===== src/rtl/mem_req_arbiter.sv =====
// mem_req_arbiter: buffers one miss per cache and grants memory one at a time (D$ first, non-preemptive).
// Ports: clk_i/rst_n (async active-low); dcache_/icache_req_valid_miss + _req_info_miss capture a miss;
// req_mm_valid/req_mm_info/req_mm_ready request memory; rsp_mm_valid/rsp_mm_data return the line;
// rsp_valid_miss/rsp_data_miss/rsp_cache_id (0 = I$, 1 = D$) answer the core; proto_err is sticky.
// Request info layout: {addr[ADDR_W-1:0], is_store, data[`DCACHE_LINE_WIDTH-1:0]}.
// ARB_FAIRNESS_EN: after STARVE_LIMIT consecutive D$ grants over a waiting I$ miss, I$ wins once.
`ifndef DCACHE_LINE_WIDTH
`define DCACHE_LINE_WIDTH 128
`endif

module mem_req_arbiter #(
    parameter int ADDR_W = 32,
`ifdef ARB_FAIRNESS_EN
    parameter int STARVE_LIMIT = 4,
`endif
    localparam int LINE_W = `DCACHE_LINE_WIDTH,
    localparam int REQ_W = ADDR_W + 1 + LINE_W
) (
    input  logic              clk_i,
    input  logic              rst_n,
    input  logic              dcache_req_valid_miss,
    input  logic [REQ_W-1:0]  dcache_req_info_miss,
    input  logic              icache_req_valid_miss,
    input  logic [REQ_W-1:0]  icache_req_info_miss,
    output logic              req_mm_valid,
    output logic [REQ_W-1:0]  req_mm_info,
    input  logic              req_mm_ready,
    input  logic              rsp_mm_valid,
    input  logic [LINE_W-1:0] rsp_mm_data,
    output logic              rsp_valid_miss,
    output logic [LINE_W-1:0] rsp_data_miss,
    output logic              rsp_cache_id,
    output logic              proto_err
);
    typedef enum logic [1:0] {IDLE, ISSUE, WAIT_RSP, RESP} state_t;

    state_t             state_q, state_d;
    logic               d_pend_q, i_pend_q, gnt_id_q;
    logic [REQ_W-1:0]   d_buf_q, i_buf_q;
    logic               d_rel, i_rel, d_acc, i_acc;
    logic               grant_d, grant_i, starved, drop, stray_rsp;

    // a source's buffer frees in RESP, so a new miss in that same cycle is legal
    assign d_rel     = state_q == RESP && gnt_id_q;
    assign i_rel     = state_q == RESP && !gnt_id_q;
    assign d_acc     = dcache_req_valid_miss && (!d_pend_q || d_rel);
    assign i_acc     = icache_req_valid_miss && (!i_pend_q || i_rel);
    assign drop      = (dcache_req_valid_miss && !d_acc) || (icache_req_valid_miss && !i_acc);
    assign stray_rsp = rsp_mm_valid && state_q != WAIT_RSP;
    assign grant_d   = state_q == IDLE && d_pend_q && !(i_pend_q && starved);
    assign grant_i   = state_q == IDLE && i_pend_q && !grant_d;
    assign rsp_cache_id = gnt_id_q;

`ifdef ARB_FAIRNESS_EN
    localparam int CNT_W = $clog2(STARVE_LIMIT + 1);
    logic [CNT_W-1:0] starve_q;

    assign starved = starve_q == CNT_W'(STARVE_LIMIT);

    always_ff @(posedge clk_i or negedge rst_n) begin
        if (!rst_n)
            starve_q <= '0;
        else if (grant_i)
            starve_q <= '0;
        else if (grant_d && i_pend_q)
            starve_q <= starve_q + 1'b1;
    end
`else
    assign starved = 1'b0;
`endif

    always_ff @(posedge clk_i or negedge rst_n) begin
        if (!rst_n)
            state_q <= IDLE;
        else
            state_q <= state_d;
    end

    always_comb begin
        state_d        = state_q;
        req_mm_valid   = state_q == ISSUE;
        rsp_valid_miss = state_q == RESP;
        case (state_q)
            IDLE:     state_d = (d_pend_q || i_pend_q) ? ISSUE : IDLE;
            ISSUE:    state_d = req_mm_ready ? WAIT_RSP : ISSUE;
            WAIT_RSP: state_d = rsp_mm_valid ? RESP : WAIT_RSP;
            default:  state_d = IDLE;
        endcase
    end

    always_ff @(posedge clk_i or negedge rst_n) begin
        if (!rst_n) begin
            d_pend_q      <= 1'b0;
            i_pend_q      <= 1'b0;
            d_buf_q       <= '0;
            i_buf_q       <= '0;
            gnt_id_q      <= 1'b0;
            req_mm_info   <= '0;
            rsp_data_miss <= '0;
            proto_err     <= 1'b0;
        end else begin
            d_pend_q <= d_acc || (d_pend_q && !d_rel);
            i_pend_q <= i_acc || (i_pend_q && !i_rel);
            if (d_acc)
                d_buf_q <= dcache_req_info_miss;
            if (i_acc)
                i_buf_q <= icache_req_info_miss;
            if (grant_d || grant_i) begin
                gnt_id_q    <= grant_d;
                req_mm_info <= grant_d ? d_buf_q : i_buf_q;
            end
            if (state_q == WAIT_RSP && rsp_mm_valid)
                rsp_data_miss <= rsp_mm_data;
            if (drop || stray_rsp)
                proto_err <= 1'b1;
        end
    end
endmodule


===== config.mk =====
export PLATFORM = sky130hd
export DESIGN_NAME = mem_req_arbiter
export DESIGN_NICKNAME = d
export VERILOG_FILES = /design/src/rtl/mem_req_arbiter.sv
export SDC_FILE = /design/constraint.sdc
export NUM_CORES = 1
export LEC_CHECK = 0
export CORE_AREA = 2 2 289 291
export CTS_BUF_LIST = sky130_fd_sc_hd__clkbuf_4
export DETAILED_ROUTE_END_ITERATION = 6
export DIE_AREA = 0 0 291 293
export PLACE_DENSITY = 0.67
export SYNTH_ARGS = -nofsm -noshare
export SYNTH_HDL_FRONTEND = slang
export SYNTH_SLANG_ARGS = --single-unit

===== constraint.sdc =====
create_clock -name clk_i -period 2 [get_ports clk_i]
set_clock_uncertainty 0.05 [all_clocks]
set_input_delay 0.5 -clock clk_i [delete_from_list [all_inputs] [get_ports clk_i]]
set_output_delay 0.5 -clock clk_i [all_outputs]
set_load 0.05 [all_outputs]

==> results of run 1 <==
path summary, 6_finish.rpt:
check                                               start              end  slack, ns  depth (start not counted)
worst max-delay path                           state_q[1]   rsp_valid_miss      -0.35                          3
worst min-delay path            dcache_req_info_miss[154]     d_buf_q[154]       0.15                          2
worst max register to register                 state_q[1]  req_mm_info[62]      -0.27                          9
worst min register to register               i_buf_q[155]     i_buf_q[155]       0.44                          1
max in group asynchronous                           rst_n  req_mm_info[89]       0.60                          3
min in group asynchronous                           rst_n      d_buf_q[58]       0.18                          3
repair_timing:
action,4_1_cts,5_1_grt
hold buffers,432,0
pin swaps,5,2
resized for setup,328,221
endpoints found under the hold margin,1048,0
endpoints found under the setup margin,717,499
buffers inserted,41,64
gates cloned,10,18
logic make-up after synthesis:
group	Yosys count
DFF	617
AOI/OAI and AO/OA	13
muxes	770
buffers and inverters	88
and+or+nand+nor	14
critical path: stages (launching register included):
cell	delay, ns
dfrtp_2	0.41
buf_6	0.13
and2_4	0.14
buf_12	0.14
synthesized netlist by cell type:
cell type and count:
o21a_1 1, a31oi_1 1, and2_1 1, buf_6 10
nand2b_1 1, nand3_1 4, a21oi_1 2, nand3b_1 1
mux2_4 78, dfrtp_1 617, buf_2 49, mux2_1 41
o311ai_0 1, o21ai_0 1, nand2_1 2, a21o_1 4
mux2_2 651, o21ai_2 1, nor2b_1 2, clkbuf_1 7
buf_4 21, nor3b_2 1, inv_1 1, nor2_1 2
a21boi_1 2
area by class of cell:
cell class	count	area [µm²]
Clock inverter	49	358
Multi-Input combinational cell	797	9750
Inverter	1	3.75
Fill cell	6331	37800
Tap cell	1070	1340
Antenna cell	8	20.0
Timing Repair Buffer	1412	15200
Sequential cell	617	15400
Clock buffer	255	1910
sequential cells by signal, summed over array words and instances (netlist names):
signal / cells
d_pend_q: 1
req_mm_info: 161
d_buf_q: 161
state_q: 2
i_buf_q: 161
rsp_data_miss: 128
proto_err: 1
i_pend_q: 1
rsp_cache_id: 1
power by group through the flow:
stage | clock network [mW] | logic [mW] | registers [mW]
4_1_cts | 12.5 | 39.9 | 23.2
2_1_floorplan | 0 | 14.3 | 32.0
3_3_place_gp | 0 | 34.5 | 22.6
5_1_grt | 13.3 | 45.5 | 24.2
6_report | 12.2 | 43.8 | 23.5
3_5_place_dp | 0 | 35.2 | 22.9
per-stage QoR:
| step | util (%) | setup TNS [ns] |
|---|---|---|
| 6_report | 53.8 | -80.57 |
| 3_3_place_gp | 41.5 | -44.03 |
| 4_1_cts | 51.9 | -96.76 |
| 3_5_place_dp | 41.5 | -61.74 |
| 5_1_grt | 53.8 | -165.93 |
| 2_1_floorplan | - | 0 |
metal layers:
| layer | global-route usage [%] | part of all wire [%] | up-vias |
|---|---|---|---|
| met5 | 0 | 0.024 | - |
| met4 | 8.16 | 3.3 | 4 |
| met3 | 6.24 | 6.2 | 181 |
| met2 | 33.6 | 51 | 691 |
| met1 | 21.8 | 40 | 9789 |
| li1 | - | - | 8514 |
==> metrics.md, run 1 <==
| Metric | Value |
|---|---|
| Status | finished, violations left |
| Failing checks | setup timing |
| Post-synth top area cell | dfrtp_1 |
| Clk_lat worst skew | 0.98 ns |
| Combinational cell fraction of total power | 55.0% |
| Worst-path fanout max | 5 |
| Number of max-cap violations | 0 |
| Drc violations | 0 |
| RSZ-0062 raised after global routing | yes |
| Cell area after layout | 0.0440 mm² |
| Post-synthesis cell area | 0.0251 mm² |
| Power Internal | 48.2 mW |
| Adder-cell share of the synthesized area | 0% |
| Clock share of power | 15.3% |
| Psw | 31.3 mW |
| Total chip power | 79.5 mW |
| Final Hold Viols | 0 |
| CP Launch Type | register |
| Die area | between 0.08 and 0.09 mm² |
| Pwr Density | 1800 mW/mm² |
| Number of vias per cell | roughly 4.6 |
| CTS tree | done |
| Mapped Nets | 1958 |
| Antenna-violating nets left | 0 |
| Vias | between 15k and 20k |
| Multiplexer share of the synthesized area | between 30% and 40% |
| Path type of the worst min-delay path | in2reg |
| GP Congestion | 0.872 |
| CP required | 1.45 ns |
| Avg WL per Cell | between 20 and 25 µm |
| Worst hold margin | 0.146 ns |
| Final Max Slew Viols | 0 |
| Arr. time, crit path | 1.80 ns |
| Placed instance area | 0.0340 mm² |
| Yosys reg bits | 617 |
| Synth Area in Compound Gates | 0.364% |
| Final HPWL DP | 55000 µm |
| Vias in the first global route | around 22k |
| Top cell type's share of synthesized area | 61.5% |
| Non-Filler Instances | ~4.2k |
| Die X | a little under 300 µm |
| Distinct cells, synth | 25 |
| Clk buf depth | 3 |
| First-pass DRT Iterations | 5 |
| Dpl ws | -0.231 ns |
| Syn. warnings | 0 |
| H-tree depth | 4 |
| I/O pin count | 749 |
| Worst Max-Slew Pin Slew | 0.673 ns |
| Final Cycle Share | 118% |
| Standard-cell rows | 105 |
| Peak VDD IR | 0.00110 V |
| Initial Utilization | 30.7% |
| Commonest non-fill, non-tap cell in the layout | dfrtp_1 |
| Synth Instances | 1502 |
| Largest net degree at the start of global routing | slightly above 100 |
| Initial antenna violation count | 7 |
| Remaining Overflow, GRT | 0 |
| Fin crit period | 2.35 ns |
| Largest family of logic cells by synthesized area | multiplexers |
| DRT Wirelength | about 90000 µm |
| First DRT Iteration DRCs | 664 |
| First-pass GRT wire length | 127000 µm |
| Most frequent cells in the layout | dfrtp_1 (612), mux2_2 (509), clkdlybuf4s50_1 (454) |
| Layout Nets | 3454 |
| Main area contributors after synthesis | dfrtp_1 (61%), mux2_2 (29%), mux2_4 (4.7%) |
| Avg Cell Area, Syn | about 17 µm² |
| Seq/Total Area, Yosys | roughly three fifths |
| All-Layer GR Usage | approximately 19% |
| Layout Area Growth over Synthesis | 75.3% |
| Worst Setup End Kind | primary output |
| Part of the power in registers | ~30% |
| DIE HEIGHT | 293 µm |
| # clock sinks | 617 |
| Synth Area in Simple Gates | less than 1% |
| Buffers on Ports | 748 |
| Max-slew headroom | 55.0% |
| Critical path type | reg2out |
| Final setup viols | 768 |
| Max Clk Rate | between 400 and 500 MHz |
| Post-Synth XOR/XNOR Area | 0% |
| Setup ws final | -0.353 ns |
| Root Driver | clkbuf_4 |
| Sw frac | between 30 and 40% |
| P_leak | 19.7 nW |
| Layout cells sized above 1 | 49.5% |
| Placed cells | 3339 |
| Core area | 0.0818 mm² |
| Clock transition at the registers of the reported paths | ~0.060 ns |
| TritonCTS buffer count | roughly 170 |
(Power assumes the default switching activity.)
==> inputs of run 2 (changes only) <==
- ABC_AREA: default -> 1
- CORE_AREA: 2 2 289 291 -> 2 2 295 297
- DIE_AREA: 0 0 291 293 -> 0 0 297 299
==> metrics.md, run 2 <==
| Metric | Value |
|---|---|
| Status | finished, violations left |
| Failing checks | setup timing |
| Arr. time, crit path | 1.86 ns |
| Die area | 0.0888 mm² |
| Number of flops mapped to enable cells by yosys | 0 |
| Worst-path fanout max | 5 |
| WHS Path Cells | 3 |
| Layout Area Growth over Synthesis | 68.1% |
| First-pass GRT wire length | 174000 µm |
| Clock transition at the registers of the reported paths | 0.07 ns |
| Top post-synthesis cells by count | nand2_1 (1262), nand3_1 (650), dfrtp_1 (617) |
| Dpl ws | roughly 0.095 ns |
| CP cell instances | inv_2 > nand2_4 > inv_4 > buf_12 |
| Peak VDD IR | 0.00108 V |
| Most numerous cell in the Yosys netlist | nand2_1 |
| Fin crit period | 2.41 ns |
| Critical path type | reg2out |
| DIE HEIGHT | 299 µm |
| Layout cells sized above 1 | a little under a fifth |
| H-tree depth | 4 |
| GP Congestion | about 0.9 |
| Initial Utilization | 31.2% |
| Setup ws final | -0.414 ns |
| Mapped Nets | 3802 |
| Biggest regs | d_buf_q x161, i_buf_q x161, req_mm_info x161 |
| CP peak stage delay | around 0.45 ns |
| All-Layer GR Usage | ~26% |
| R2R Setup Slk | 0.04 ns |
| Syn. warnings | 0 |
| Avg Cell Area, Syn | 8.02 µm² |
| # clock sinks | 617 |
| Number of max-cap violations | 0 |
| First DRT Iteration DRCs | 2294 |
| Worst R2R Path Depth | 7 |
| Remaining Overflow, GRT | 0 |
| Final setup viols | 293 |
| Hold worst-path end | rsp_data_miss[1] |
| CTS tree | done |
| Distinct cells, synth | 17 |
| Synth Flop Type | dfrtp_1 |
| Final Cycle Share | 121% |
| Vias | 29.3k |
| DRT Wirelength | 118000 µm |
| Max Clk Rate | approximately 410 MHz |
| Number of vias per cell | 4.79 |
| Yosys reg bits | 617 |
| Layout Nets | around 5.3k |
| Post-synth top area cell | dfrtp_1 |
| Commonest non-fill, non-tap cell in the layout | nand2_1 |
| Buffers on Ports | 748 |
| Final Max Slew Viols | 0 |
| Initial antenna violation count | 26 |
| Core area | 0.0859 mm² |
| I/O pin count | 749 |
| Antenna-violating nets left | 0 |
| Clk buf depth | 3 |
| Clk_lat worst skew | 1.04 ns |
| Pwr Density | 1640 mW/mm² |
| Setup TNS | -46.03 ns |
| Final HPWL DP | 71200 µm |
| Largest net degree at the start of global routing | 95 |
| RSZ-0062 raised after global routing | yes |
| Worst Max-Slew Pin Slew | approximately 1.0 ns |
| Final Hold Viols | 0 |
| Path type of the worst min-delay path | in2reg |
| P_leak | 23.7 nW |
| Avg WL per Cell | 19.3 µm |
| CP required | 1.45 ns |
| Worst R2R Start | state_q[1] |
| Max-slew headroom | 31.0% |
| First-pass DRT Iterations | 6 |
| Seq/Total Area, Yosys | 57.5% |
| Drc violations | 0 |
| TritonCTS buffer count | around 170 |
| Main area contributors after synthesis | dfrtp_1 (58%), nand2_1 (18%), nand3_1 (12%) |
| Die X | 297 µm |
| Root Driver | clkbuf_4 |
| CP Launch Type | register |
| Synth Instances | 3346 |
| Standard-cell rows | 108 |
| Hold path startpoint | rsp_mm_data[1] |
| Post-synthesis cell area | 0.0268 mm² |
| Ys async rst share | between 90% and 100% |
| Most frequent cells in the layout | nand2_1 (1260), nand3_1 (647), dfrtp_1 (613) |
| R2R Path End | req_mm_info[46] |
| Vias in the first global route | 29.7k |
| Worst Setup End Kind | primary output |
| Critical-path top delay cell | dfrtp_2 |
| Top cell type's share of synthesized area | about 58% |
[run 2: cell count changes after synthesis, sizes merged, moves of 79 or more]
cell	previous run	this run
mux2	770	0
inv	1	456
clkbuf	7	86
nand3	4	650
o21ai	2	130
nand2	2	1266
[run 2: report_power, final]
part           switching, mW  internal, mW  total, mW
Combinational           24.8          14.7       39.5
Clock                   5.69          6.43       12.1
Sequential              4.05          18.3       22.3
Total                   34.5          39.4       73.9
[run 2: worst max-delay path by stage]
stage | endpoint | startpoint | slack [ns]
finish | req_mm_valid | state_q[1] | -0.41
global route | req_mm_valid | state_q[1] | -0.62
CTS | req_mm_valid | state_q[1] | -0.62
detailed placement | rsp_data_miss[95] | rsp_mm_valid | 0.1
global placement | rsp_data_miss[60] | rsp_mm_valid | 0.13
floorplan | d_buf_q[34] | rsp_cache_id | 0.36
[run 2: area by class of cell]
class / count / area [µm²]
antenna: 25 / 62.6
clock buffer: 255 / 1910
clock inverter: 36 / 299
fill: 7310 / 40800
inverter: 456 / 1710
multi-input combinational: 2052 / 8810
sequential: 617 / 15400
tap: 1155 / 1450
timing repair buffer: 1514 / 15400
[run 2: per-stage QoR]
| step | hold WS [ns] | instance area [µm²] | utilization (%) | total power, mW | instances |
|---|---|---|---|---|---|
| 2_1_floorplan | 0.154 | 26800 | - | 42.7 | 3346 |
| 3_3_place_gp | 0.349 | 35700 | 41.6 | 55.0 | 5148 |
| 3_5_place_dp | 0.356 | 35700 | 41.6 | 55.6 | 5148 |
| 4_1_cts | 0.00503 | 44400 | 51.7 | 72.1 | 6003 |
| 5_1_grt | -0.00603 | 45100 | 52.5 | 78.4 | 6105 |
| 6_report | 0.153 | 45100 | 52.5 | 73.9 | 6110 |
[run 2: what timing repair did]
| item | 4_1_cts | 5_1_grt |
|---|---|---|
| endpoints found under the setup margin | 293 | 298 |
| cloned | 0 | 0 |
| hold buffers | 456 | 0 |
| resized for setup | 297 | 8 |
| buffers inserted | 108 | 82 |
| hold endpoints to repair | 1071 | 0 |
| pin swaps | 0 | 1 |
[run 2: cell families (layout without fill, tap and decap cells)]
family                 count (synthesis)  after routing  share of synthesized area (%)
DFF                                  617            617                           57.5
other                                  0             25                              0
and+or+nand+nor                     1920           1920                           29.9
AOI/OAI and AO/OA                    132            132                           2.48
buffers and inverters                677           2261                           10.1
[run 2: worst max-delay path: cells and delay by family (launching register included)]
| kind | cells | cell delay, ns |
|---|---|---|
| flip-flops | 1 | 0.45 |
| AND/OR/NAND/NOR | 1 | 0.05 |
| buffers and inverters | 3 | 0.31 |
[run 2: routing by layer]
layer,share of wire (%),track usage (%)
met5,0.039,0
met4,6.2,15.5
met3,7.3,6.43
met2,49,43.0
met1,38,29.3
==> inputs of run 3 (changes only) <==
- CORE_AREA: 2 2 295 297 -> 2 2 294 296
- DIE_AREA: 0 0 297 299 -> 0 0 296 298
- HOLD_SLACK_MARGIN: default -> 0.02
- PLACE_DENSITY: 0.67 -> 0.66
- clock period: 2 -> 3 ns (I/O delays scaled with it)
==> metrics.md, run 3 (synthesis results as in run 2) <==
| Metric | Value |
|---|---|
| Total chip power | 43.7 mW |
| Vias in the first global route | ~25k |
| First-pass GRT wire length | between 150000 and 200000 µm |
| RSZ-0062 raised after global routing | no |
| Max Clk Rate | between 300 and 400 MHz |
| Die X | 296 µm |
| Source of the critical timing path | state_q[1] |
| Buffers on Ports | 748 |
| Setup TNS | 0 ns |
| P_leak | 20.6 nW |
| Largest net degree at the start of global routing | 163 |
| Final Hold Viols | 0 |
| Path type of the worst min-delay path | in2reg |
| Arr. time, crit path | 1.99 ns |
| Avg WL per Cell | 18.6 µm |
| First-pass DRT Iterations | 5 |
| Number of vias per cell | 4.64 |
| Worst-path fanout max | 7 |
| Antenna-violating nets left | 0 |
| # clock sinks | 617 |
| Status | completed |
| Max-slew headroom | 29.1% |
| Die area | slightly below 0.09 mm² |
| Clk_lat worst skew | 1.00 ns |
| CTS tree | done |
| Worst Max-Slew Pin Slew | 1.06 ns |
| Layout Area Growth over Synthesis | 41.1% |
| DRT Wirelength | 101000 µm |
| # fillers | between 8k and 9k |
| Remaining Overflow, GRT | 0 |
| CP Launch Type | register |
| CP required | 2.20 ns |
| All-Layer GR Usage | a little under a quarter |
| H-tree depth | 4 |
| Initial Utilization | 31.6% |
| Fin crit period | 2.79 ns |
| Final Max Slew Viols | 0 |
| Number of max-cap violations | 0 |
| Critical path type | reg2out |
| I/O pin count | around 750 |
| Pwr Density | 1150 mW/mm² |
| Vias | between 20k and 30k |
| First DRT Iteration DRCs | 1579 |
| DIE HEIGHT | 298 µm |
| Final setup viols | 0 |
| Final HPWL DP | 68500 µm |
| Initial antenna violation count | 42 |
| Final Cycle Share | 92.9% |
| Worst R2R Start | state_q[1] |
| Standard-cell rows | 107 |
| Layout cells sized above 1 | 9.00% |
| Root Driver | clkbuf_4 |
| Biggest regs | d_buf_q x161, i_buf_q x161, req_mm_info x161 |
| Layout Nets | 4579 |
| Worst hold margin | 0.254 ns |
| Hold path startpoint | dcache_req_info_miss[143] |
| Clk buf depth | 3 |
| GP Congestion | 0.842 |
| Clock transition at the registers of the reported paths | ~0.06 ns |
| Peak VDD IR | 0.000640 V |
| Core area | 0.0849 mm² |
| Commonest non-fill, non-tap cell in the layout | nand2_1 |
| Worst Setup End Kind | primary output |
| Most frequent cells in the layout | nand2_1 (1260), nand3_1 (649), dfrtp_1 (614) |
| TritonCTS buffer count | 174 |
| Drc violations | 0 |
[run 3: cell types whose count changed in the layout (fill, tap and decap cells not counted), moves of 4 or more]
cell,delta
buf_12,-18
buf_4,-219
clkinv_1,+7
dlygate4sd2_1,+288
buf_6,-291
diode_2,+7
dlygate4sd3_1,-453
clkbuf_4,+18
clkinv_2,+4
bufinv_16,-4
[run 3: worst max-delay path: stages (launching register included)]
cell     delay (ns)
dfrtp_2        0.47
nand2_2        0.21
inv_1          0.11
buf_4          0.20
[run 3: layer usage]
metal,vias to the layer above,wire (µm),global-route usage [%]
met2,1017,49000,36.6
met4,10,4330,13.5
met3,226,8710,6.44
met5,-,63,0
met1,11936,39200,26.8
li1,12036,-,-
[run 3: worst paths after layout]
check	endpoint	slack, ns	cells after the start
max in group asynchronous	i_buf_q[93]	1.65	3
min in group asynchronous	i_buf_q[37]	0.30	2
min reg2reg	i_buf_q[41]	0.42	2
min	d_buf_q[143]	0.25	3
max reg2reg	d_buf_q[85]	0.66	6
max	rsp_valid_miss	0.21	3
[run 3: report_power, final]
| part | switching [mW] | internal, mW | total (mW) | leakage, nW |
|---|---|---|---|---|
| registers | 2.07 | 12.2 | 14.2 | 7.75 |
| clock network | 3.78 | 4.23 | 8.00 | 1.37 |
| logic | 15.4 | 6.04 | 21.4 | 11.5 |
[run 3: timing repair]
action,in CTS,in global routing
setup buffers,0,0
resized for setup,301,0
endpoints found under the setup margin,292,0
hold endpoints to repair,112,0
hold buffers,3,0
[run 3: layout make-up]
class | count | area (µm²) | share of cell area, %
clock inverters | 46 | 236 | 0.624
inverters | 456 | 1710 | 4.52
repair buffers | 822 | 8110 | 21.4
multi-input cells | 2052 | 8800 | 23.2
diodes | 32 | 80.1 | 0.211
flip-flops and latches | 617 | 15400 | 40.8
well taps | 1144 | 1430 | 3.78
clock buffers | 273 | 2050 | 5.41
[run 3: metrics by stage]
step           util, %  worst slack, ns  area [µm²]  cells
5_1_grt           44.6           0.0497       37900   5439
3_3_place_gp      42.2            0.667       35800   5088
2_1_floorplan        -             1.26       26800   3346
6_report          44.6            0.212       37900   5442
4_1_cts           44.5          0.00127       37800   5410
3_5_place_dp      42.2            0.599       35800   5088
